--- config.mk ---
export PLATFORM = sky130hd
export DESIGN_NAME = game_flow_ctrl_flat
export DESIGN_NICKNAME = d
export VERILOG_FILES = /design/src/rtl/game_flow_ctrl_pkg.sv /design/src/rtl/game_flow_ctrl_if.sv /design/src/rtl/game_flow_ctrl_bcd_counter3.sv /design/src/rtl/game_flow_ctrl.sv /design/src/flat_wrapper.sv
export SDC_FILE = /design/constraint.sdc
export NUM_CORES = 1
export LEC_CHECK = 0
export BUFFER_PORTS_ARGS = -buffer_cell sky130_fd_sc_hd__buf_4
export CAP_MARGIN = 40
export CORE_ASPECT_RATIO = 0.8
export CORE_MARGIN = 4
export CORE_UTILIZATION = 45
export DETAILED_ROUTE_END_ITERATION = 10
export GPL_ROUTABILITY_DRIVEN = 0
export PLACE_DENSITY_LB_ADDON = 0.12
export SLEW_MARGIN = 20
export SYNTH_ARGS = -nofsm -noshare
export SYNTH_HDL_FRONTEND = slang
export SYNTH_SLANG_ARGS = --single-unit
--- constraint.sdc ---
create_clock -name frame_clk -period 5.8 [get_ports frame_clk]
set_clock_uncertainty 0.15 [all_clocks]
set_input_delay 0.29 -clock frame_clk [delete_from_list [all_inputs] [get_ports frame_clk]]
set_output_delay 0.29 -clock frame_clk [all_outputs]
set_load 0.01 [all_outputs]
--- src/rtl/game_flow_ctrl_pkg.sv ---
// Shared types for the match sequencer: game states, winner codes, BCD digits.
// The PAUSED state exists only when GAME_PAUSE_EN is defined.
package game_pkg;

  typedef enum logic [2:0] {
    IDLE     = 3'd0,
    PLAY     = 3'd1,
    DYING    = 3'd2,
    GAMEOVER = 3'd3,
`ifdef GAME_PAUSE_EN
    DRAW     = 3'd4,
    PAUSED   = 3'd5
`else
    DRAW     = 3'd4
`endif
  } game_state_t;

  localparam logic [1:0] WIN_NONE = 2'b00;
  localparam logic [1:0] WIN_P1   = 2'b01;
  localparam logic [1:0] WIN_P2   = 2'b10;

  typedef logic [3:0] bcd_t;

  typedef struct packed {
    bcd_t hund;
    bcd_t ten;
    bcd_t one;
  } bcd3_t;

  // Binary 0..999 to three BCD digits (elaboration-time use).
  function automatic bcd3_t to_bcd3(input int unsigned v);
    bcd3_t r;
    r.hund = bcd_t'((v / 100) % 10);
    r.ten  = bcd_t'((v / 10) % 10);
    r.one  = bcd_t'(v % 10);
    return r;
  endfunction

endpackage

--- src/rtl/game_flow_ctrl_if.sv ---
// Bundle between the match sequencer and its consumers (color_mapper,
// tank/bullet motion). slave = sequencer side, master = environment side.
// Inputs : start, tank1_alive, tank2_alive, pause (GAME_PAUSE_EN only)
// Outputs: state, play_en, hund_sec/ten_sec/one_sec, dying_tank,
//          death_frame, winner, game_over, draw
interface game_flow_ctrl_if;
  logic       start;
  logic       tank1_alive;
  logic       tank2_alive;
`ifdef GAME_PAUSE_EN
  logic       pause;
`endif
  logic [2:0] state;
  logic       play_en;
  logic [3:0] hund_sec;
  logic [3:0] ten_sec;
  logic [3:0] one_sec;
  logic [1:0] dying_tank;
  logic [2:0] death_frame;
  logic [1:0] winner;
  logic       game_over;
  logic       draw;

`ifdef GAME_PAUSE_EN
  modport slave (
    input  start, tank1_alive, tank2_alive, pause,
    output state, play_en, hund_sec, ten_sec, one_sec,
           dying_tank, death_frame, winner, game_over, draw
  );
  modport master (
    output start, tank1_alive, tank2_alive, pause,
    input  state, play_en, hund_sec, ten_sec, one_sec,
           dying_tank, death_frame, winner, game_over, draw
  );
`else
  modport slave (
    input  start, tank1_alive, tank2_alive,
    output state, play_en, hund_sec, ten_sec, one_sec,
           dying_tank, death_frame, winner, game_over, draw
  );
  modport master (
    output start, tank1_alive, tank2_alive,
    input  state, play_en, hund_sec, ten_sec, one_sec,
           dying_tank, death_frame, winner, game_over, draw
  );
`endif
endinterface

--- src/rtl/game_flow_ctrl_bcd_counter3.sv ---
// Three-digit BCD up counter (000..999, wraps to 000).
// Ports: frame_clk, Reset (async, active-high), i_clr (highest priority),
//        i_hold (freezes value), i_inc (advance by one), o_value (digits).
module bcd_counter3
  import game_pkg::*;
(
  input  logic  frame_clk,
  input  logic  Reset,
  input  logic  i_inc,
  input  logic  i_clr,
  input  logic  i_hold,
  output bcd3_t o_value
);

  bcd3_t r_val;

  // Ripple carry ones -> tens -> hundreds.
  always_ff @(posedge frame_clk or posedge Reset) begin
    if (Reset) begin
      r_val <= '0;
    end else if (i_clr) begin
      r_val <= '0;
    end else if (!i_hold && i_inc) begin
      if (r_val.one != 4'd9) begin
        r_val.one <= r_val.one + 4'd1;
      end else begin
        r_val.one <= 4'd0;
        if (r_val.ten != 4'd9) begin
          r_val.ten <= r_val.ten + 4'd1;
        end else begin
          r_val.ten  <= 4'd0;
          r_val.hund <= (r_val.hund == 4'd9) ? 4'd0 : r_val.hund + 4'd1;
        end
      end
    end
  end

  assign o_value = r_val;

endmodule

--- src/rtl/game_flow_ctrl.sv ---
// Match sequencer for the two-player tank game, clocked once per frame.
// Runs the BCD round timer, watches the alive flags and walks
// IDLE -> PLAY -> DYING -> GAMEOVER/DRAW. Optional macro GAME_PAUSE_EN adds
// the pause input and the PAUSED state.
// Ports: frame_clk, Reset (async, active-high), bus (game_flow_ctrl_if.slave).
module game_flow_ctrl
  import game_pkg::*;
#(
  parameter int unsigned FRAMES_PER_SEC = 60,
  parameter int unsigned DEATH_FRAMES   = 25,
  parameter int unsigned DEATH_STEP     = 5,
  parameter int unsigned TIME_LIMIT     = 250
)
(
  input logic              frame_clk,
  input logic              Reset,
  game_flow_ctrl_if.slave  bus
);

  localparam int unsigned CNT_W = 8;
  // Limit is detected one count early so the exit coincides with the tick.
  localparam bcd3_t LIMIT_M1 = to_bcd3(TIME_LIMIT - 1);

  game_state_t      r_state, w_state_nxt;
  logic             r_start_q;
  logic [CNT_W-1:0] r_frame_cnt, w_frame_cnt_nxt;
  logic [CNT_W-1:0] r_death_cnt, w_death_cnt_nxt;
  logic [1:0]       r_dying_tank, w_dying_nxt;
  logic [1:0]       r_winner, w_winner_nxt;
  logic [2:0]       r_death_frame, w_death_frame_nxt;
  logic             r_play_en, r_game_over, r_draw;
  logic             w_cnt_inc, w_cnt_clr, w_cnt_hold;
  logic             w_start_rise, w_sec_tick, w_limit_tick, w_any_dead;
  int unsigned      w_death_div;
  bcd3_t            w_digits;

  assign w_start_rise = bus.start & ~r_start_q;
  assign w_sec_tick   = (r_frame_cnt == CNT_W'(FRAMES_PER_SEC - 1));
  assign w_limit_tick = w_sec_tick && (w_digits == LIMIT_M1);
  assign w_any_dead   = ~bus.tank1_alive | ~bus.tank2_alive;

`ifdef GAME_PAUSE_EN
  logic r_pause_q;
  logic w_pause_rise;
  assign w_pause_rise = bus.pause & ~r_pause_q;
`endif

  bcd_counter3 u_timer (
    .frame_clk (frame_clk),
    .Reset     (Reset),
    .i_inc     (w_cnt_inc),
    .i_clr     (w_cnt_clr),
    .i_hold    (w_cnt_hold),
    .o_value   (w_digits)
  );

  // State and datapath registers.
  always_ff @(posedge frame_clk or posedge Reset) begin
    if (Reset) begin
      r_state       <= IDLE;
      r_start_q     <= 1'b0;
      r_frame_cnt   <= '0;
      r_death_cnt   <= '0;
      r_dying_tank  <= 2'b00;
      r_winner      <= WIN_NONE;
      r_death_frame <= 3'd0;
      r_play_en     <= 1'b0;
      r_game_over   <= 1'b0;
      r_draw        <= 1'b0;
    end else begin
      r_state       <= w_state_nxt;
      r_start_q     <= bus.start;
      r_frame_cnt   <= w_frame_cnt_nxt;
      r_death_cnt   <= w_death_cnt_nxt;
      r_dying_tank  <= w_dying_nxt;
      r_winner      <= w_winner_nxt;
      r_death_frame <= w_death_frame_nxt;
      // Flags registered from next state equal a decode of the state register.
      r_play_en     <= (w_state_nxt == PLAY);
      r_game_over   <= (w_state_nxt == GAMEOVER);
      r_draw        <= (w_state_nxt == DRAW);
    end
  end

`ifdef GAME_PAUSE_EN
  always_ff @(posedge frame_clk or posedge Reset) begin
    if (Reset) r_pause_q <= 1'b0;
    else       r_pause_q <= bus.pause;
  end
`endif

  // Next-state and datapath control.
  always_comb begin
    w_state_nxt     = r_state;
    w_frame_cnt_nxt = r_frame_cnt;
    w_death_cnt_nxt = r_death_cnt;
    w_dying_nxt     = r_dying_tank;
    w_winner_nxt    = r_winner;
    w_cnt_inc       = 1'b0;
    w_cnt_clr       = 1'b0;
    w_cnt_hold      = 1'b1;

    case (r_state)
      IDLE: begin
        w_cnt_clr       = 1'b1;
        w_frame_cnt_nxt = '0;
        w_death_cnt_nxt = '0;
        w_dying_nxt     = 2'b00;
        w_winner_nxt    = WIN_NONE;
        if (w_start_rise) w_state_nxt = PLAY;
      end

      PLAY: begin
        // Timer advances even in the exit frame.
        w_cnt_hold = 1'b0;
        if (w_sec_tick) begin
          w_frame_cnt_nxt = '0;
          w_cnt_inc       = 1'b1;
        end else begin
          w_frame_cnt_nxt = r_frame_cnt + CNT_W'(1);
        end

        if (w_any_dead) begin
          w_state_nxt = DYING;
          w_dying_nxt = {~bus.tank2_alive, ~bus.tank1_alive};
          if (!bus.tank1_alive && bus.tank2_alive)      w_winner_nxt = WIN_P2;
          else if (bus.tank1_alive && !bus.tank2_alive) w_winner_nxt = WIN_P1;
          else                                          w_winner_nxt = WIN_NONE;
        end else if (w_limit_tick) begin
          w_state_nxt  = DRAW;
          w_winner_nxt = WIN_NONE;
        end
`ifdef GAME_PAUSE_EN
        else if (w_pause_rise) begin
          w_state_nxt = PAUSED;
        end
`endif
      end

      DYING: begin
        if (r_death_cnt == CNT_W'(DEATH_FRAMES - 1)) begin
          w_state_nxt = (&r_dying_tank) ? DRAW : GAMEOVER;
        end else begin
          w_death_cnt_nxt = r_death_cnt + CNT_W'(1);
        end
      end

      GAMEOVER, DRAW: begin
        if (w_start_rise) begin
          w_state_nxt     = PLAY;
          w_cnt_clr       = 1'b1;
          w_frame_cnt_nxt = '0;
          w_death_cnt_nxt = '0;
          w_dying_nxt     = 2'b00;
          w_winner_nxt    = WIN_NONE;
        end
      end

`ifdef GAME_PAUSE_EN
      PAUSED: begin
        if (w_pause_rise) w_state_nxt = PLAY;
      end
`endif

      default: w_state_nxt = IDLE;
    endcase
  end

  // Sprite index tracks the next death count, saturating at the last sprite.
  always_comb begin
    w_death_div       = 32'(w_death_cnt_nxt) / DEATH_STEP;
    w_death_frame_nxt = (w_death_div > 32'd4) ? 3'd4 : 3'(w_death_div);
  end

  assign bus.state       = r_state;
  assign bus.play_en     = r_play_en;
  assign bus.hund_sec    = w_digits.hund;
  assign bus.ten_sec     = w_digits.ten;
  assign bus.one_sec     = w_digits.one;
  assign bus.dying_tank  = r_dying_tank;
  assign bus.death_frame = r_death_frame;
  assign bus.winner      = r_winner;
  assign bus.game_over   = r_game_over;
  assign bus.draw        = r_draw;

endmodule

--- src/flat_wrapper.sv ---
// flat-port wrapper written by rule: the top's interface ports become plain ports
module game_flow_ctrl_flat import game_pkg::*;
#(
  parameter int unsigned FRAMES_PER_SEC = 60,
  parameter int unsigned DEATH_FRAMES   = 25,
  parameter int unsigned DEATH_STEP     = 5,
  parameter int unsigned TIME_LIMIT     = 250
)
  (frame_clk, Reset, bus_start, bus_tank1_alive, bus_tank2_alive, bus_state, bus_play_en, bus_hund_sec, bus_ten_sec, bus_one_sec, bus_dying_tank, bus_death_frame, bus_winner, bus_game_over, bus_draw);
  game_flow_ctrl_if bus_i ();
  input logic frame_clk;
  input logic Reset;
  input wire logic [$bits(bus_i.start)-1:0] bus_start;
  input wire logic [$bits(bus_i.tank1_alive)-1:0] bus_tank1_alive;
  input wire logic [$bits(bus_i.tank2_alive)-1:0] bus_tank2_alive;
  output wire logic [$bits(bus_i.state)-1:0] bus_state;
  output wire logic [$bits(bus_i.play_en)-1:0] bus_play_en;
  output wire logic [$bits(bus_i.hund_sec)-1:0] bus_hund_sec;
  output wire logic [$bits(bus_i.ten_sec)-1:0] bus_ten_sec;
  output wire logic [$bits(bus_i.one_sec)-1:0] bus_one_sec;
  output wire logic [$bits(bus_i.dying_tank)-1:0] bus_dying_tank;
  output wire logic [$bits(bus_i.death_frame)-1:0] bus_death_frame;
  output wire logic [$bits(bus_i.winner)-1:0] bus_winner;
  output wire logic [$bits(bus_i.game_over)-1:0] bus_game_over;
  output wire logic [$bits(bus_i.draw)-1:0] bus_draw;
  assign bus_i.start = bus_start;
  assign bus_i.tank1_alive = bus_tank1_alive;
  assign bus_i.tank2_alive = bus_tank2_alive;
  assign bus_state = bus_i.state;
  assign bus_play_en = bus_i.play_en;
  assign bus_hund_sec = bus_i.hund_sec;
  assign bus_ten_sec = bus_i.ten_sec;
  assign bus_one_sec = bus_i.one_sec;
  assign bus_dying_tank = bus_i.dying_tank;
  assign bus_death_frame = bus_i.death_frame;
  assign bus_winner = bus_i.winner;
  assign bus_game_over = bus_i.game_over;
  assign bus_draw = bus_i.draw;
  game_flow_ctrl #(.FRAMES_PER_SEC(FRAMES_PER_SEC), .DEATH_FRAMES(DEATH_FRAMES), .DEATH_STEP(DEATH_STEP), .TIME_LIMIT(TIME_LIMIT)) u_core (.frame_clk(frame_clk), .Reset(Reset), .bus(bus_i));
endmodule
# After elaboration in Yosys (flattened, before gate mapping)
# Index checks and enable logic that the tools add are counted.
[word_totals] elab_cells=92 n_memories=0 romBits=0 inputBits=5 mem_bits_rw=0 latch_bits=0 regBits=42 output_inout_bits=25
[op_classes] n_shift=0 n_mul=0 addsub=5 n_eq_ne=18 order_cmp=1 n_reduce_logical=17 n_bitwise=5 n_mux=32 div=1
[op_table] cell="$pmux 8 s3" n=2
[op_table] cell="$mux 8" n=5
[op_table] cell="$div 8x3->32 const B" n=1
[op_table] cell="$gt 32x3->1 const B" n=1
[op_table] cell="$mux 12" n=2
[op_table] cell="$mux 3" n=6
[op_table] cell="$add 8x1->8 const B" n=2
[op_table] cell="$mux 4" n=4
[op_table] cell="$add 4x1->4 const B" n=3
[op_table] cell="$eq 12x10->1 const B" n=1
[op_table] cell="$pmux 2 s3" n=2
[op_table] cell="$mux 2" n=5
[op_table] cell="$eq 3x2->1 const B" n=3
[op_table] cell="$pmux 3 s3" n=1
[op_table] cell="$reduce_and 3->1" n=3
[op_table] cell="$eq 8x5->1 const B" n=1
[op_table] cell="$eq 8x6->1 const B" n=1
[op_table] cell="$ne 4x4->1 const B" n=2
[op_table] cell="$eq 3x1->1 const B" n=2
[op_table] cell="$eq 3x3->1 const B" n=2
[op_table] cell="$reduce_and 2->1" n=3
[op_table] cell="$eq 4x4->1 const B" n=1
[op_table] cell="$logic_and 1x1->1" n=4
[op_table] cell="$mux 1" n=4
[op_table] cell="13 further kinds" n=18

# Depth between registers and ports, before layout
[depth] ltp_word=7 ltp_mapped=24 ltp_nobuf=24

# Modules after synthesis
# A second synthesis with hierarchy kept.
[hier_totals] cells_unflattened=422 hier_area_um2=3523.4
[by_module_without_submodules] module="game_flow_ctrl" n_inst=1 area_per_inst_um2=2793.9 cells_each=347 seq_area_each_um2=750.7
[by_module_without_submodules] module="bcd_counter3" n_inst=1 area_per_inst_um2=729.4 cells_each=75 seq_area_each_um2=300.3

# Least setup slack after synthesis
# Ideal clock, no wire load.
[synth_timing] kind="reg-to-reg" from="reg u_core.r_state[2] (netlist: u_core.bus.state[2])" to="reg u_core.r_death_frame[0] (netlist: u_core.bus.death_frame[0])" setup_ps=87 synth_period_minus_slack_ps=5341 required_time_ps=5563 path_slack_ps=459 n_path_buf=3 stages_incl_launch_ff=24 arrival_ps=5104 path_cell_list="dfrtp_1 > buf_6 > or3b_1 > buf_2 > a211oi_4 > a22oi_4 > buf_6 > nand2_2 > ha_1 > nor2b_1 > maj3_1 > nor3_1 > nor3_2 > o21ba_1 > a211oi_4 > nand2_1 > xnor2_1 > ha_1 > o2111a_1 > or3_4 > a211oi_4 > mux2i_1 > o211ai_1 > o211ai_1"
[synth_via] elab_chain_cells=6 word_cells_on_any_way=9 cone_classes="1 x div; 1 x order compare; 3 x eq/ne; 2 x mux; 2 x reduce/logical"
[synth_rtl] element="start, declared" line="game_flow_ctrl.sv:24" rtl="game_state_t r_state, w_state_nxt;"
[synth_rtl] element="start signal, assigned" line="game_flow_ctrl.sv:71" rtl="r_state <= w_state_nxt;"
[synth_rtl] element="$eq 3x2->1 or $eq 3x3->1 (tied branches)" line="game_flow_ctrl.sv:103" rtl="case (r_state)"
[synth_rtl] element="$reduce_or 2->1" line="game_flow_ctrl.sv:103"
[synth_rtl] element="$pmux 8 s3 (*)" line="game_flow_ctrl.sv:103"
[synth_rtl] element="$div 8x3->32 (*)" line="game_flow_ctrl.sv:171" rtl="w_death_div = 32'(w_death_cnt_nxt) / DEATH_STEP;"
[synth_rtl] element="$gt 32x3->1" line="game_flow_ctrl.sv:172" rtl="w_death_frame_nxt = (w_death_div > 32'd4) ? 3'd4 : 3'(w_death_div);"
[synth_rtl] element="$mux 3 (*)" line="game_flow_ctrl.sv:172"
[synth_rtl] element="net u_core.w_death_frame_nxt[0]" line="game_flow_ctrl.sv:30" rtl="logic [2:0] r_death_frame, w_death_frame_nxt;"
[synth_rtl] element="end signal, assigned" line="game_flow_ctrl.sv:77" rtl="r_death_frame <= w_death_frame_nxt;"
[synth_rtl] element="end, declared" line="game_flow_ctrl.sv:30"
# Mark *: on every way through the listed nets, which the timed path passes. The rest lies on a longest branch.
# A chain may end at the register's enable or synchronous reset.

# Worst setup path in the final report
[layout_timing] from="reg u_core.r_state[2] (netlist: u_core.bus.state[2])" to="reg u_core.r_death_frame[0] (netlist: u_core.bus.death_frame[0])"
[layout_via] elab_chain_cells=6 word_cells_on_any_way=9 cone_classes="1 x div; 1 x order compare; 3 x eq/ne; 2 x mux; 2 x reduce/logical"
[layout_rtl] element="$eq 3x2->1 or $eq 3x3->1 (tied branches)" line="game_flow_ctrl.sv:103"
[layout_rtl] element="$reduce_or 2->1" line="game_flow_ctrl.sv:103"
[layout_rtl] element="$pmux 8 s3 (*)" line="game_flow_ctrl.sv:103"
[layout_rtl] element="net u_core.w_death_cnt_nxt[7]" line="game_flow_ctrl.sv:27" rtl="logic [CNT_W-1:0] r_death_cnt, w_death_cnt_nxt;"
[layout_rtl] element="$div 8x3->32 (*)" line="game_flow_ctrl.sv:171"
[layout_rtl] element="$gt 32x3->1" line="game_flow_ctrl.sv:172"
[layout_rtl] element="$mux 3 (*)" line="game_flow_ctrl.sv:172"
[layout_rtl] element="net u_core.w_death_frame_nxt[0]" line="game_flow_ctrl.sv:30"
# Marks and branches as above.

==> results.sh <==
export IMPL_status="complete, no violations"
export IMPL_finalCritPeriodShare=0.9227
export IMPL_clock_latency_ns=0.29
export IMPL_synth_seq_cells=42
export IMPL_grt_max_degree=43
export IMPL_slew_violations=0
export IMPL_antenna_found_initial=0
export IMPL_wl_per_cell_um=15.17
export IMPL_r2r_start="u_core.bus.state[2]"
export IMPL_drt_iter0_drc=157
export IMPL_layout_drive_gt1_share=0.2139
export IMPL_worstSetupPathType="reg2reg"
export IMPL_cts_tree="built"
export IMPL_min_path_cells=2
export IMPL_synth_distinct_cells=74
export IMPL_syn2layout_area_growth_pct=15.13
export IMPL_synth_seq_area_share=0.3217
export IMPL_vias=2952
export IMPL_fin_nets=432
export IMPL_drt_pass1_iterations=5
export IMPL_io_buffers=29
export IMPL_yosysMostFrequentCell="dfrtp_1"
export IMPL_slew_headroom=0.5322
export IMPL_syn_area_um2=3267
export IMPL_die_area_um2=8696
export IMPL_synth_edf_count=0
export IMPL_min_path_type="in2reg"
export IMPL_fmax_ghz=0.1869
export IMPL_synth_nets=389
export IMPL_worst_pin_slew_ns=0.6984
export IMPL_worstHoldStart="bus_tank1_alive"
export IMPL_rows=27
export IMPL_ys_top_cells_by_count="42 x dfrtp_1, 35 x nor2_1, 32 x nand2_1"
export IMPL_post_dp_hpwl_um=5659
export IMPL_cts_buffers=5
export IMPL_synthArstFlopShare=1.000
export IMPL_power_density_nw_per_um2=308.3
export IMPL_die_h_um=84.21
export IMPL_crit_arrival_ns=5.36
export IMPL_min_period_ns=5.352
export IMPL_r2r_slack_ns=0.45
export IMPL_track_usage=0.1804
export IMPL_avgSynthCellArea_um2=8.758
export IMPL_viasPerCell=5.869
export IMPL_cp_end_kind="flip-flop"
export IMPL_crit_required_ns=5.81
export IMPL_ant_nets=0
export IMPL_die_w_um=103.3
export IMPL_htreeDepth=2
export IMPL_vdd_ir_drop_max_mv=0.2190
export IMPL_drt_total_wl_um=7629
export IMPL_cts_num_sinks=42
export IMPL_reg2reg_to="u_core.bus.death_frame[0]"
export IMPL_yosysTopAreaCellShare=0.3217
export IMPL_crit_fanout=10
export IMPL_cts_buffer_depth=2
export IMPL_setup_viol_count_final=0
export IMPL_synth_top_area_cell="dfrtp_1"
export IMPL_hold_viol=0
export IMPL_start_util=0.4694
export IMPL_p_leak_uw=0.001766
export IMPL_grt_overflow=0
export IMPL_syn_inst=373
export IMPL_diodes=0
export IMPL_grt_pass1_vias=2609
export IMPL_coreArea_um2=6959
export IMPL_path_clk_slew_ns=0.08
export IMPL_ys_flop_type="dfrtp_1"
export IMPL_setup_tns_ns=0
export IMPL_yosysWarnings=0
export IMPL_timing_hold_ws_ns=0.08178
export IMPL_cap_violations=0
export IMPL_grt_first_pass_wirelength_um=12840
export IMPL_synthTopCellsByArea="dfrtp_1 32%, ha_1 4.2%, a21oi_1 4.1%"
export IMPL_rr_worst_depth=22
export IMPL_io_pins=30
export IMPL_holdPathEnd="u_core.bus.dying_tank[0]"
export IMPL_startpoint_type="flip-flop"
export IMPL_drc_errors=0
export IMPL_root_buffer="clkbuf_8"
-- report_power, final --
group	total [µW]	switching, µW	internal (µW)
Combinational	572	322	250
Sequential	410	59.8	350
Clock	178	94.8	83.0
Total	1160	477	683
-- worst max path at each step --
| stage | depth (start not counted) | to | startpoint | slack [ns] |
|---|---|---|---|---|
| after floorplan | 23 | u_core.bus.death_frame[0] | u_core.bus.state[2] | 0.46 |
| after global placement | 21 | u_core.bus.death_frame[0] | u_core.bus.state[2] | 0.29 |
| after detailed placement | 21 | u_core.bus.death_frame[0] | u_core.r_death_cnt[0] | 0.21 |
| after CTS | 23 | u_core.bus.death_frame[0] | bus_start | 0.1 |
| after global routing | 22 | u_core.bus.death_frame[0] | u_core.bus.state[2] | -0.02 |
| final | 22 | u_core.bus.death_frame[0] | u_core.bus.state[2] | 0.45 |
-- worst max-delay path, stage by stage, from the launching register on --
cell      delay (ns)
dfrtp_1         0.50
or3b_4          0.48
a21oi_4         0.22
o21a_1          0.21
nor2_1          0.07
inv_1           0.16
ha_1            0.32
inv_1           0.13
nand2_1         0.11
a21oi_1         0.20
nor3_1          0.09
nor3_2          0.23
o21ba_1         0.23
a211oi_4        0.24
nand2_1         0.16
xnor2_1         0.18
ha_1            0.20
o2111a_1        0.24
or3_4           0.41
a211oi_4        0.29
xnor2_1         0.11
o211ai_1        0.17
o211ai_1        0.11
-- per-stage QoR --
step	cell area (µm²)	util	power [µW]	instances	setup slack, ns
after floorplan	3267	-	796.6	373	0.4595
after global placement	3607	0.5183	965.3	488	0.2885
after detailed placement	3607	0.5183	973.7	488	0.2056
after CTS	3704	0.5322	1157	497	0.09721
after global routing	3761	0.5405	1263	503	-0.01910
final	3761	0.5405	1160	503	0.4483
-- cells in the final DEF, fill, tap and decap left out, drive strengths merged, types with 4 or more instances in the layout --
master / Yosys / final
a211oi: 10 / 10
a21oi: 29 / 29
a22o: 4 / 4
a22oi: 5 / 5
a31oi: 6 / 6
a32oi: 4 / 4
and2: 6 / 6
and3: 4 / 4
buf: 8 / 47
clkbuf: 5 / 7
dfrtp: 42 / 42
ha: 11 / 11
inv: 17 / 16
mux2: 6 / 6
mux2i: 4 / 4
nand2: 33 / 33
nand2b: 6 / 6
nand3: 15 / 15
nor2: 36 / 36
nor2b: 10 / 10
nor3: 15 / 15
o211ai: 8 / 8
o21ai: 16 / 16
o21bai: 4 / 4
o22ai: 7 / 7
xnor2: 6 / 6
xor2: 6 / 6
-- what timing repair did --
item | 4_1_cts | 5_1_grt
endpoints found under the hold margin | 2 | 0
setup endpoints to repair | 0 | 1
setup buffers | 0 | 6
gates resized for setup | 0 | 3
hold buffers | 2 | 0
-- flip-flops by register name, indices dropped and copies added, names as in the netlist, 2 cells and up --
| register | count |
|---|---|
| u_core.bus.winner | 2 |
| u_core.r_frame_cnt | 8 |
| u_core.r_death_cnt | 8 |
| u_core.bus.death_frame | 3 |
| u_core.u_timer.o_value | 12 |
| u_core.bus.dying_tank | 2 |
| u_core.bus.state | 3 |
-- area by class of cell --
| cell class | count | area, µm² |
|---|---|---|
| multi-input cells | 300 | 2082 |
| repair buffers | 49 | 372.9 |
| flip-flops and latches | 42 | 1051 |
| inverters | 18 | 70.07 |
| fillers | 640 | 3198 |
| well taps | 87 | 108.9 |
| clock buffers | 7 | 76.32 |
-- metal layers --
metal | up-vias | share of wire | track usage
li1 | 1468 | - | -
met1 | 1396 | 0.52 | 0.2934
met2 | 81 | 0.42 | 0.2499
met3 | 7 | 0.052 | 0.03073
met4 | 0 | 0.0058 | 0.03059
met5 | - | 0 | 0
-- kinds of logic (layout without fill, tap and decap cells) --
logic type	after synthesis	in the layout	share of synthesized area
adder cells (fa/ha/maj)	14	14	0.05170
AND/OR/NAND/NOR	147	147	0.2340
multiplexers	10	10	0.03294
buffers and inverters	31	74	0.04481
XOR/XNOR	12	12	0.03217
flip-flops	42	42	0.3217
AO/OA/AOI/OAI	117	117	0.2827
No activity file was read; power rests on OpenSTA's default activity.
